**src/rtl/multicycle_ctrl.sv**
```systemverilog
// Multi-cycle sequencer for the MIPS-subset datapath. It steps each instruction
// through FETCH/DECODE/EXEC/MEM/WB, stalls on a req/ready memory handshake,
// counts retired instructions, and halts on an illegal opcode or a memory timeout.
module multicycle_ctrl #(
  parameter int unsigned MEM_TIMEOUT = 16,
  parameter int unsigned CNT_W       = 32
) (
  input  logic             clk,
  input  logic             rst,
  input  logic [5:0]       opcode,
  input  logic [5:0]       funct,
  input  logic             zero,
  input  logic             mem_ready,
  output logic             mem_req,
  output logic             mem_we,
  output logic             ir_load,
  output logic             pc_load,
  output logic [1:0]       pc_src,
  output logic             regwrite,
  output logic             regdst,
  output logic             memtoreg,
  output logic             alusrc,
  output logic [3:0]       aluctl,
  output logic             halted,
  output logic [1:0]       err_code,
  output logic [CNT_W-1:0] retired
);

  localparam int unsigned TW = $clog2(MEM_TIMEOUT + 1);

  localparam logic [5:0] OP_LW   = 6'b000011;
  localparam logic [5:0] OP_SW   = 6'b001011;
  localparam logic [5:0] OP_ADDI = 6'b001000;
  localparam logic [5:0] OP_SUBI = 6'b111000;
  localparam logic [5:0] OP_ADD  = 6'b100010;
  localparam logic [5:0] OP_BEQ  = 6'b110100;
  localparam logic [5:0] OP_BNE  = 6'b110101;
  localparam logic [5:0] OP_J    = 6'b010010;

  typedef enum logic [2:0] {
    S_RST, S_FETCH, S_DECODE, S_EXEC, S_MEM, S_WB, S_HALT
  } state_t;

  state_t        state;
  logic [TW-1:0] tcnt;

  logic is_lw_c, is_sw_c, is_addi_c, is_subi_c, is_add_c, is_beq_c, is_bne_c, is_j_c;
  logic legal_c, alusrc_c, timeout_c, retire_c;
  logic [3:0] alu_c;
  logic funct_unused;

  // Only the low nibble of funct selects the R-type ALU operation.
  assign funct_unused = ^funct[5:4];

  // Opcode decode and ALU operation select.
  always_comb begin
    is_lw_c   = (opcode == OP_LW);
    is_sw_c   = (opcode == OP_SW);
    is_addi_c = (opcode == OP_ADDI);
    is_subi_c = (opcode == OP_SUBI);
    is_add_c  = (opcode == OP_ADD);
    is_beq_c  = (opcode == OP_BEQ);
    is_bne_c  = (opcode == OP_BNE);
    is_j_c    = (opcode == OP_J);
    legal_c   = is_lw_c | is_sw_c | is_addi_c | is_subi_c |
                is_add_c | is_beq_c | is_bne_c | is_j_c;
    alusrc_c  = is_lw_c | is_sw_c | is_addi_c | is_subi_c;
    alu_c     = 4'd0;
    if (is_lw_c | is_sw_c | is_addi_c)       alu_c = 4'd2;
    else if (is_subi_c | is_beq_c | is_bne_c) alu_c = 4'd6;
    else if (is_add_c)                        alu_c = funct[3:0];
  end

  // Timeout fires on the last permitted wait cycle; a ready that cycle still wins.
  assign timeout_c = !mem_ready && (tcnt == TW'(MEM_TIMEOUT - 1));

  // Cycles in which an instruction completes.
  assign retire_c = ((state == S_DECODE) && is_j_c) ||
                    ((state == S_EXEC) && (is_beq_c || is_bne_c)) ||
                    ((state == S_MEM) && is_sw_c && mem_ready) ||
                    (state == S_WB);

  // Sequencer state, wait counter, retire counter and sticky error status.
  always_ff @(posedge clk or posedge rst) begin
    if (rst) begin
      state    <= S_RST;
      tcnt     <= '0;
      retired  <= '0;
      halted   <= 1'b0;
      err_code <= 2'd0;
    end else begin
      if (((state == S_FETCH) || (state == S_MEM)) && !mem_ready)
        tcnt <= tcnt + TW'(1);
      else
        tcnt <= '0;

      if (retire_c)
        retired <= retired + CNT_W'(1);

      case (state)
        S_RST:    state <= S_FETCH;
        S_FETCH: begin
          if (mem_ready) state <= S_DECODE;
          else if (timeout_c) begin
            state    <= S_HALT;
            halted   <= 1'b1;
            err_code <= 2'd2;
          end
        end
        S_DECODE: begin
          if (!legal_c) begin
            state    <= S_HALT;
            halted   <= 1'b1;
            err_code <= 2'd1;
          end else if (is_j_c) state <= S_FETCH;
          else                 state <= S_EXEC;
        end
        S_EXEC: begin
          if (is_beq_c || is_bne_c)    state <= S_FETCH;
          else if (is_lw_c || is_sw_c) state <= S_MEM;
          else                         state <= S_WB;
        end
        S_MEM: begin
          if (mem_ready) state <= is_sw_c ? S_FETCH : S_WB;
          else if (timeout_c) begin
            state    <= S_HALT;
            halted   <= 1'b1;
            err_code <= 2'd2;
          end
        end
        S_WB:     state <= S_FETCH;
        S_HALT:   state <= S_HALT;
        default:  state <= S_RST;
      endcase
    end
  end

  // Control strobes decoded from the current state and opcode.
  always_comb begin
    mem_req  = 1'b0;
    mem_we   = 1'b0;
    ir_load  = 1'b0;
    pc_load  = 1'b0;
    pc_src   = 2'd0;
    regwrite = 1'b0;
    regdst   = 1'b0;
    memtoreg = 1'b0;
    alusrc   = 1'b0;
    aluctl   = 4'd0;
    case (state)
      S_FETCH: begin
        mem_req = 1'b1;
        if (mem_ready) begin
          ir_load = 1'b1;
          pc_load = 1'b1;
        end
      end
      S_DECODE: begin
        aluctl = alu_c;
        if (is_j_c) begin
          pc_load = 1'b1;
          pc_src  = 2'd2;
        end
      end
      S_EXEC: begin
        aluctl = alu_c;
        alusrc = alusrc_c;
        regdst = is_add_c;
        if (is_beq_c) begin
          pc_load = zero;
          pc_src  = 2'd1;
        end else if (is_bne_c) begin
          pc_load = !zero;
          pc_src  = 2'd1;
        end
      end
      S_MEM: begin
        mem_req = 1'b1;
        mem_we  = is_sw_c;
        aluctl  = alu_c;
        alusrc  = alusrc_c;
        regdst  = is_add_c;
      end
      S_WB: begin
        regwrite = 1'b1;
        memtoreg = is_lw_c;
        aluctl   = alu_c;
        alusrc   = alusrc_c;
        regdst   = is_add_c;
      end
      default: ;
    endcase
  end

endmodule
```
**config.mk**
```make
export PLATFORM = sky130hd
export DESIGN_NAME = multicycle_ctrl
export DESIGN_NICKNAME = d
export VERILOG_FILES = /design/src/rtl/multicycle_ctrl.sv
export SDC_FILE = /design/constraint.sdc
export NUM_CORES = 1
export LEC_CHECK = 0
export CAP_MARGIN = 5
export CELL_PAD_IN_SITES_DETAIL_PLACEMENT = 0
export CELL_PAD_IN_SITES_GLOBAL_PLACEMENT = 1
export CORE_AREA = 2 2 78 95
export CTS_CLUSTER_SIZE = 24
export DETAILED_ROUTE_END_ITERATION = 12
export DIE_AREA = 0 0 80 97
export PLACE_DENSITY = 0.84
export SYNTH_ARGS = -nofsm -noshare
export SYNTH_HDL_FRONTEND = slang
export SYNTH_SLANG_ARGS = --single-unit
```
**constraint.sdc**
```tcl
create_clock -name clk -period 2.3 [get_ports clk]
set_input_delay 0.345 -clock clk [delete_from_list [all_inputs] [get_ports clk]]
set_output_delay 0.345 -clock clk [all_outputs]
set_load 0.1 [all_outputs]
```
; ---- Word level (Yosys, flattened, before mapping)
; Index checks and enable logic that the tools add are counted.
[totals]
word_cells = 93
inputBits = 16
reg_bits = 43
output_inout_bits = 49
[op_classes]
n_reduce_logical = 21
n_bitwise = 9
n_addsub = 2
muxes = 38
eq_ne = 18
[ops]
columns = op, n
row1 = $add A32 B1 Y32 const B, 1
row2 = $eq A6 B6 Y1 const B, 4
row3 = $mux W3, 6
row4 = $pmux W3 S6, 1
row5 = $mux W1, 17
row6 = $mux W4, 4
row7 = $eq A6 B4 Y1 const B, 2
row8 = $mux W2, 5
row9 = $eq A3 B3 Y1 const B, 3
row10 = $or A1 B1 Y1, 9
row11 = $pmux W2 S2, 2
row12 = $eq A3 B2 Y1 const B, 2
row13 = $eq A6 B2 Y1 const B, 1
row14 = $eq A6 B5 Y1 const B, 1
row15 = $logic_and A1 B1 Y1, 6
row16 = $logic_or A1 B1 Y1, 6
row17 = $add A5 B1 Y5 const B, 1
row18 = $eq A5 B4 Y1 const B, 1
row19 = $mux W5, 1
row20 = $ne A2 B2 Y1 const B, 2
row21 = $reduce_and A4 Y1, 1
row22 = $reduce_or A2 Y1, 2
row23 = $reduce_or A4 Y1, 1
row24 = $eq A3 B1 Y1 const B, 1
row25 = other kinds (7), 8

; ---- Depth between registers and ports, before layout
; Gate-level depths: netlist (run 1).
[logic_depth]
ltp_word = 10
ltp_mapped = 7
depth_no_buf = 7

; ---- Least setup slack after synthesis (run 1)
; OpenSTA, ideal clock, no wires.
[synth_path]
path_type = reg2out
startpoint = register state[0]
endpoint = output port memtoreg
arrival_time_ns = 4.633
path_slack_ns = -2.678
path_buffers = 1
t_required_ns = 1.955
stages_incl_launch_ff = 5
cell_sequence = dfrtp_1 buf_2 nor2b_1 and2_1 nor4b_1
[synth_via]
elab_chain_len = 2
[synth_rtl]
columns = element, line_no
row1 = from (decl), 44  ; state_t state;
row2 = from (signal assigned), 124  ; if (mem_ready) state <= is_sw_c ? S_FETCH : S_WB;
row3 = $eq A3 B3 Y1, 150  ; case (state)
row4 = $mux W1, 150
row5 = to (decl), 21  ; output logic memtoreg,
; Every way passes these cells.

; ---- Worst setup path in the final report (run 1)
[layout_path]
startpoint = input port opcode[1]
endpoint = output port aluctl[2]
[layout_via]
elab_chain_len = 6
elab_cells_between_ends = 15
cone_classes = 7 x eq/ne / 4 x mux / 4 x bitwise
[layout_rtl]
columns = element, line_no
row1 = from (decl), 10  ; input logic [5:0] opcode,
row2 = "$eq A6 B6 Y1, on equally long branches", "60, 62"
row3 = $or A1 B1 Y1 (2 in a row), 70  ; else if (is_subi_c | is_beq_c | is_bne_c) alu_c = 4'd6;
row4 = $mux W4, 70
row5 = $mux W4 (*), 69  ; if (is_lw_c | is_sw_c | is_addi_c) alu_c = 4'd2;
row6 = $mux W4 (*), 150
row7 = to (decl), 23  ; output logic [3:0] aluctl,
; Mark *: on every way between the ends. The rest lies on a longest branch, timed or not.

==> results of run 1 <==
## worst max-delay path, delay by kind of cell
kind            cells  cell delay, ps
simple gates        3             780
buf+inv             2             410
compound gates      1             320
## per-stage QoR
step	setup TNS, ps	cell area, um^2
after floorplan	-611	2630
after global placement	-3380	3620
after detailed placement	-3850	3620
after CTS	0	3730
after global routing	0	3750
final	0	3750
## flip-flops by register name, summed over array words and instances (netlist names)
register / cells
state: 3
halted: 1
err_code: 2
tcnt: 5
retired: 32
## final timing paths
path | start | end | slack [ps] | cells after the start
min reg2reg | tcnt[0] | tcnt[0] | 470 | 1
max | opcode[1] | aluctl[2] | 90 | 6
min in group clk | tcnt[0] | tcnt[0] | 470 | 1
max reg2reg | state[2] | retired[27] | 400 | 6
min | rst | retired[9] | 380 | 2
max in group asynchronous | rst | err_code[1] | 1340 | 3
## logic make-up after synthesis
group                    synth area share, %
AO/OA/AOI/OAI                           11.2
multiplexers                           0.852
XOR/XNOR                                12.6
buffers and inverters                   3.51
adder cells (fa/ha/maj)                 2.00
AND/OR/NAND/NOR                         26.8
flip-flops                              43.1
## placed cells by master (no fill, tap or decap), types with 2 or more instances in the layout
| cell | netlist | layout |
|---|---|---|
| dlygate4sd2_1 | 0 | 2 |
| inv_1 | 7 | 6 |
| dfrtp_1 | 43 | 28 |
| or2_2 | 2 | 2 |
| nand3_2 | 5 | 5 |
| nand4_1 | 6 | 6 |
| nand3_1 | 10 | 10 |
| buf_4 | 1 | 64 |
| and3_1 | 12 | 10 |
| a21oi_1 | 5 | 4 |
| clkdlybuf4s50_1 | 0 | 7 |
| buf_6 | 2 | 2 |
| nor3b_4 | 0 | 3 |
| nor2_1 | 23 | 21 |
| xnor2_1 | 24 | 24 |
| a211oi_4 | 1 | 2 |
| buf_2 | 4 | 2 |
| o21ai_0 | 5 | 5 |
| nand2b_1 | 4 | 4 |
| o21a_1 | 2 | 2 |
| dfrtp_2 | 0 | 15 |
| nand2_1 | 22 | 21 |
| and2b_1 | 2 | 2 |
| nand3b_1 | 2 | 2 |
| nor2b_1 | 5 | 5 |
| clkbuf_8 | 0 | 5 |
| or3_1 | 3 | 3 |
| buf_12 | 0 | 16 |
| nor3_1 | 2 | 2 |
| xor2_1 | 12 | 12 |
| ha_1 | 4 | 3 |
## final cells by class
cell class / instances / area, um^2
clock buffers: 5 / 68.8
clock inverters: 3 / 43.8
fillers: 605 / 3030
inverters: 7 / 26.3
multi-input cells: 186 / 1470
flip-flops and latches: 43 / 1090
well taps: 87 / 109
repair buffers: 95 / 938
## per-layer routing
layer | up-vias | part of all wire, % | GRT usage [%]
met3 | 6 | 5.5 | 3.36
met2 | 59 | 51 | 26.9
met4 | 0 | 0.98 | 3.91
met1 | 1042 | 43 | 20.4
li1 | 1041 | - | -
met5 | - | 0 | 0
## what timing repair did
action	in CTS	in global routing
pin swaps	5	5
hold endpoints to repair	0	0
setup endpoints to repair	9	6
setup buffers	1	0
gates resized for setup	13	8
## power by group through the flow
| stage | registers (mW) | clock network, mW | logic (mW) |
|---|---|---|---|
| detailed placement | 1.05 | 0 | 2.12 |
| finish | 1.04 | 0.583 | 2.12 |
| global placement | 1.05 | 0 | 2.11 |
| CTS | 1.04 | 0.607 | 2.13 |
| global route | 1.07 | 0.626 | 2.25 |
| floorplan | 1.52 | 0 | 1.05 |
==> impl_metrics.yaml, run 1 <==
status:
  status: "completed"
worst_setup_path:
  path_cells: "dlygate4sd2_1 > or4b_4 > nor3b_4 > nand2_2 > a221oi_4 > buf_12"
  worst_ep_required_time_ps: 1960
  worstPathArrival_ps: 1860
  critPathMaxStageDelay_ps: 480
  critPathKind: "primary input to output pin"
  cp-start-kind: "primary input"
  crit_path_max_fanout: 2
  critPathSlowestCell: "or4b_4"
  critPathCaptureType: "output pin"
sta:
  setup_ws_ps: 94.1
  skew_ps: 11.6
  slew_headroom_pct: 50.8
  setup_viol: 0
  tightest_slew_ps: 734
  fin_crit_sh_pct: 95.9
  drv_slew: 0
  hold_viol_final: 0
  fmaxAchievable_mhz: 453
  holdWs_ps: 384
  rsz0062_at_grt: "no"
  period_needed_ps: 2210
global_route:
  grt_overflow: 0
  grt_pass1_vias: 2125
  grt_pass1_wl_um: 10100
  antenna_found_initial: 0
  grt_start_max_net_pins: 22
  grt_use_total_pct: 15.8
pwr:
  internal_power_mw: 1.91
  clkPwrFrac_pct: 15.6
  p_seq_share_pct: 27.8
  p_switching_mw: 1.84
  max-vdd-ir-drop_uv: 914
  power_mw: 3.75
  netSwitchingFraction_pct: 49.0
  p_leak_nw: 1.65
  power.density_mw_per_mm2: 1000
  p_comb_share_pct: 56.7
finish:
  n_antenna_cell: 0
  final_util_pct: 55.3
  nets: 358
  final_cells: 426
  drive_gt1_share_pct: 41.9
  area_growth_pct: 50.0
cts:
  clockRootBuffer: "clkbuf_8"
  cts.clk_slew.worst_paths_ps: 90
  htree_levels: 2
  cts_sinks: 43
  clockBufferDepth: 2
  tritoncts: "built"
  cts_buffers: 5
  cts_hold_buffers: 0
  clk_latency_ps: 290
synthesis:
  syn_nets: 266
  post_synth_num_cell_types: 56
  ys_ff_latch: 43
  synthFlopType: "dfrtp_1"
  syn_area_mm2: 0.00250
  synth_edf_count: 0
  ys_warn_count: 0
  postSynthCellCount: 246
  synth_top_area_cell: "dfrtp_1"
  synth_most_common_cell: "dfrtp_1"
  synth_top_area_share_pct: 43.1
  synthArstFlopShare_pct: 100
  synthTopCellsByArea: "dfrtp_1 (43%), xnor2_1 (8.4%), xor2_1 (4.2%)"
  yosys-top-cells-count: "dfrtp_1 (43), xnor2_1 (24), nor2_1 (23)"
  synth_seq_area_share_pct: 43.1
  avgSynthCellArea_um2: 10.2
placed_design:
  place_hpwl_um: 4620
  port-buffer-count: 62
  gp_congestion: 0.814
  dp.cells: 417
  dp_slack_ps: -239
die:
  die_h_um: 97
  start_util_pct: 36.9
  num_rows: 33
  dieArea_mm2: 0.00776
  die_w_um: 80
  coreArea_mm2: 0.00677
  pin_count: 65
worst_hold_path:
  hp-class: "primary input to asynchronous set/reset pin"
routing:
  drc: 0
  via_count: 2148
  drt_iter0_drc: 83
  postRouteWirelength_um: 5920
  viasPerCell: 5.04
  wl_per_cell_um: 13.9
  dr.pass1.iters: 4
  ant_nets: 0
job:
  maxCapViolations: 0
Note: power is estimated with default switching activity, not from simulation.
==> run 2: changes to the inputs <==
Settings changed: PLACE_DENSITY 0.84 to 0.89.
==> impl_metrics.yaml, run 2 (same netlist as run 1, synthesis figures left out) <==
global_route:
  grt_pass1_wl_um: 10400
  grt_overflow: 0
  grt_pass1_vias: 2119
  grt_use_total_pct: 16.6
  antenna_found_initial: 0
  grt_start_max_net_pins: 27
placed_design:
  dp_slack_ps: -302
  port-buffer-count: 62
  place_hpwl_um: 4680
  gp_congestion: 0.786
sta:
  setup_ws_ps: 87.8
  hold_viol_final: 0
  drv_slew: 0
  fmaxAchievable_mhz: 452
  skew_ps: 1.89
  period_needed_ps: 2210
  slew_headroom_pct: 40.0
  tightest_slew_ps: 895
  setup_viol: 0
  fin_crit_sh_pct: 96.2
finish:
  top_register: "retired"
  drive_gt1_share_pct: 42.8
  reg_top3: "retired (32), tcnt (5), state (3)"
  n_antenna_cell: 0
  final_common_cell: "buf_4"
  area_growth_pct: 49.1
  nFillCells: 614
  final_util_pct: 55.0
  nets: 358
  final_cell_mix: "buf_4 (65), dfrtp_1 (27), xnor2_1 (24), nand2_1 (21), nor2_1 (21)"
  largest_reg_flops: 32
die:
  coreArea_mm2: 0.00677
  dieArea_mm2: 0.00776
  start_util_pct: 36.9
  num_rows: 33
  die_h_um: 97
  die_w_um: 80
  pin_count: 65
routing:
  drc: 0
  via_count: 2080
  postRouteWirelength_um: 5950
  drt_iter0_drc: 62
  viasPerCell: 4.88
  ant_nets: 0
  wl_per_cell_um: 14.0
  dr.pass1.iters: 4
cts:
  clk_latency_ps: 290
  htree_levels: 2
  cts.clk_slew.worst_paths_ps: 80
  cts_hold_buffers: 0
  clockRootBuffer: "clkbuf_8"
  cts_buffers: 5
  cts_sinks: 43
  tritoncts: "built"
  clockBufferDepth: 2
pwr:
  power_mw: 3.64
  p_leak_nw: 1.62
  power.density_mw_per_mm2: 977
  max-vdd-ir-drop_uv: 825
worst_setup_path:
  worstPathArrival_ps: 1870
  cp-start-kind: "primary input"
  crit_path_max_fanout: 2
  critPathKind: "primary input to output pin"
  worst_ep_required_time_ps: 1960
  critPathCaptureType: "output pin"
job:
  maxCapViolations: 0
worst_hold_path:
  hp-class: "primary input to asynchronous set/reset pin"
status:
  status: "completed"
## run 2: changes by cell type in the layout (fill, tap and decap cells not counted), sizes merged
cell / previous run / this run
clkinvlp: 0 / 1
clkbuf: 6 / 7
clkinv: 3 / 2
dlymetal6s2s: 1 / 0
bufinv: 1 / 0
buf: 84 / 85
## run 2: final timing paths
| check | from | to | slack [ps] | cells past startpoint |
|---|---|---|---|---|
| worst max-delay path | opcode[2] | aluctl[2] | 90 | 6 |
| worst max register to register | state[1] | retired[18] | 320 | 8 |
| max in group asynchronous | rst | halted | 1260 | 3 |
| worst min-delay path | rst | retired[1] | 440 | 2 |
| worst min register to register | tcnt[0] | tcnt[0] | 460 | 1 |
| min in group clk | tcnt[0] | tcnt[0] | 460 | 1 |
## run 2: power breakdown
group / switching [mW] / total [mW] / internal [mW]
sequential: 0.165 / 1.05 / 0.885
clock: 0.257 / 0.470 / 0.212
combinational: 1.40 / 2.12 / 0.718
## run 2: per-layer routing
| layer | share of wire, % | track usage [%] |
|---|---|---|
| met1 | 43 | 21.3 |
| met3 | 6.3 | 4.29 |
| met2 | 50 | 27.6 |
| met4 | 1.1 | 3.91 |
| met5 | 0 | 0 |
## run 2: cell type report
type | instances | area (um^2) | area share [%]
Clock inverter | 2 | 12.5 | 0.336
Multi-Input combinational cell | 186 | 1480 | 39.6
Clock buffer | 6 | 72.6 | 1.95
Timing Repair Buffer | 95 | 933 | 25.1
Sequential cell | 43 | 1100 | 29.4
Inverter | 7 | 26.3 | 0.705
Tap cell | 87 | 109 | 2.92
## run 2: critical path, cell delays in order
cell and delay (ps):
buf_2 110, or4b_4 540, nor3b_4 230, nand2_2 90
a221oi_4 330, buf_12 220
## run 2: through the flow
stage / setup TNS (ps) / hold WS [ps] / cells / instance area, um^2
CTS: 0 / 465 / 424 / 3700
global placement: -4250 / 452 / 416 / 3610
global route: -3.07 / 487 / 426 / 3720
finish: 0 / 437 / 426 / 3720
floorplan: -611 / 433 / 246 / 2630
detailed placement: -5630 / 453 / 416 / 3610
## run 2: what timing repair did
action	CTS	global route
gates resized for setup	19	8
setup endpoints to repair	9	5
setup buffers	0	2
pin swaps	5	5
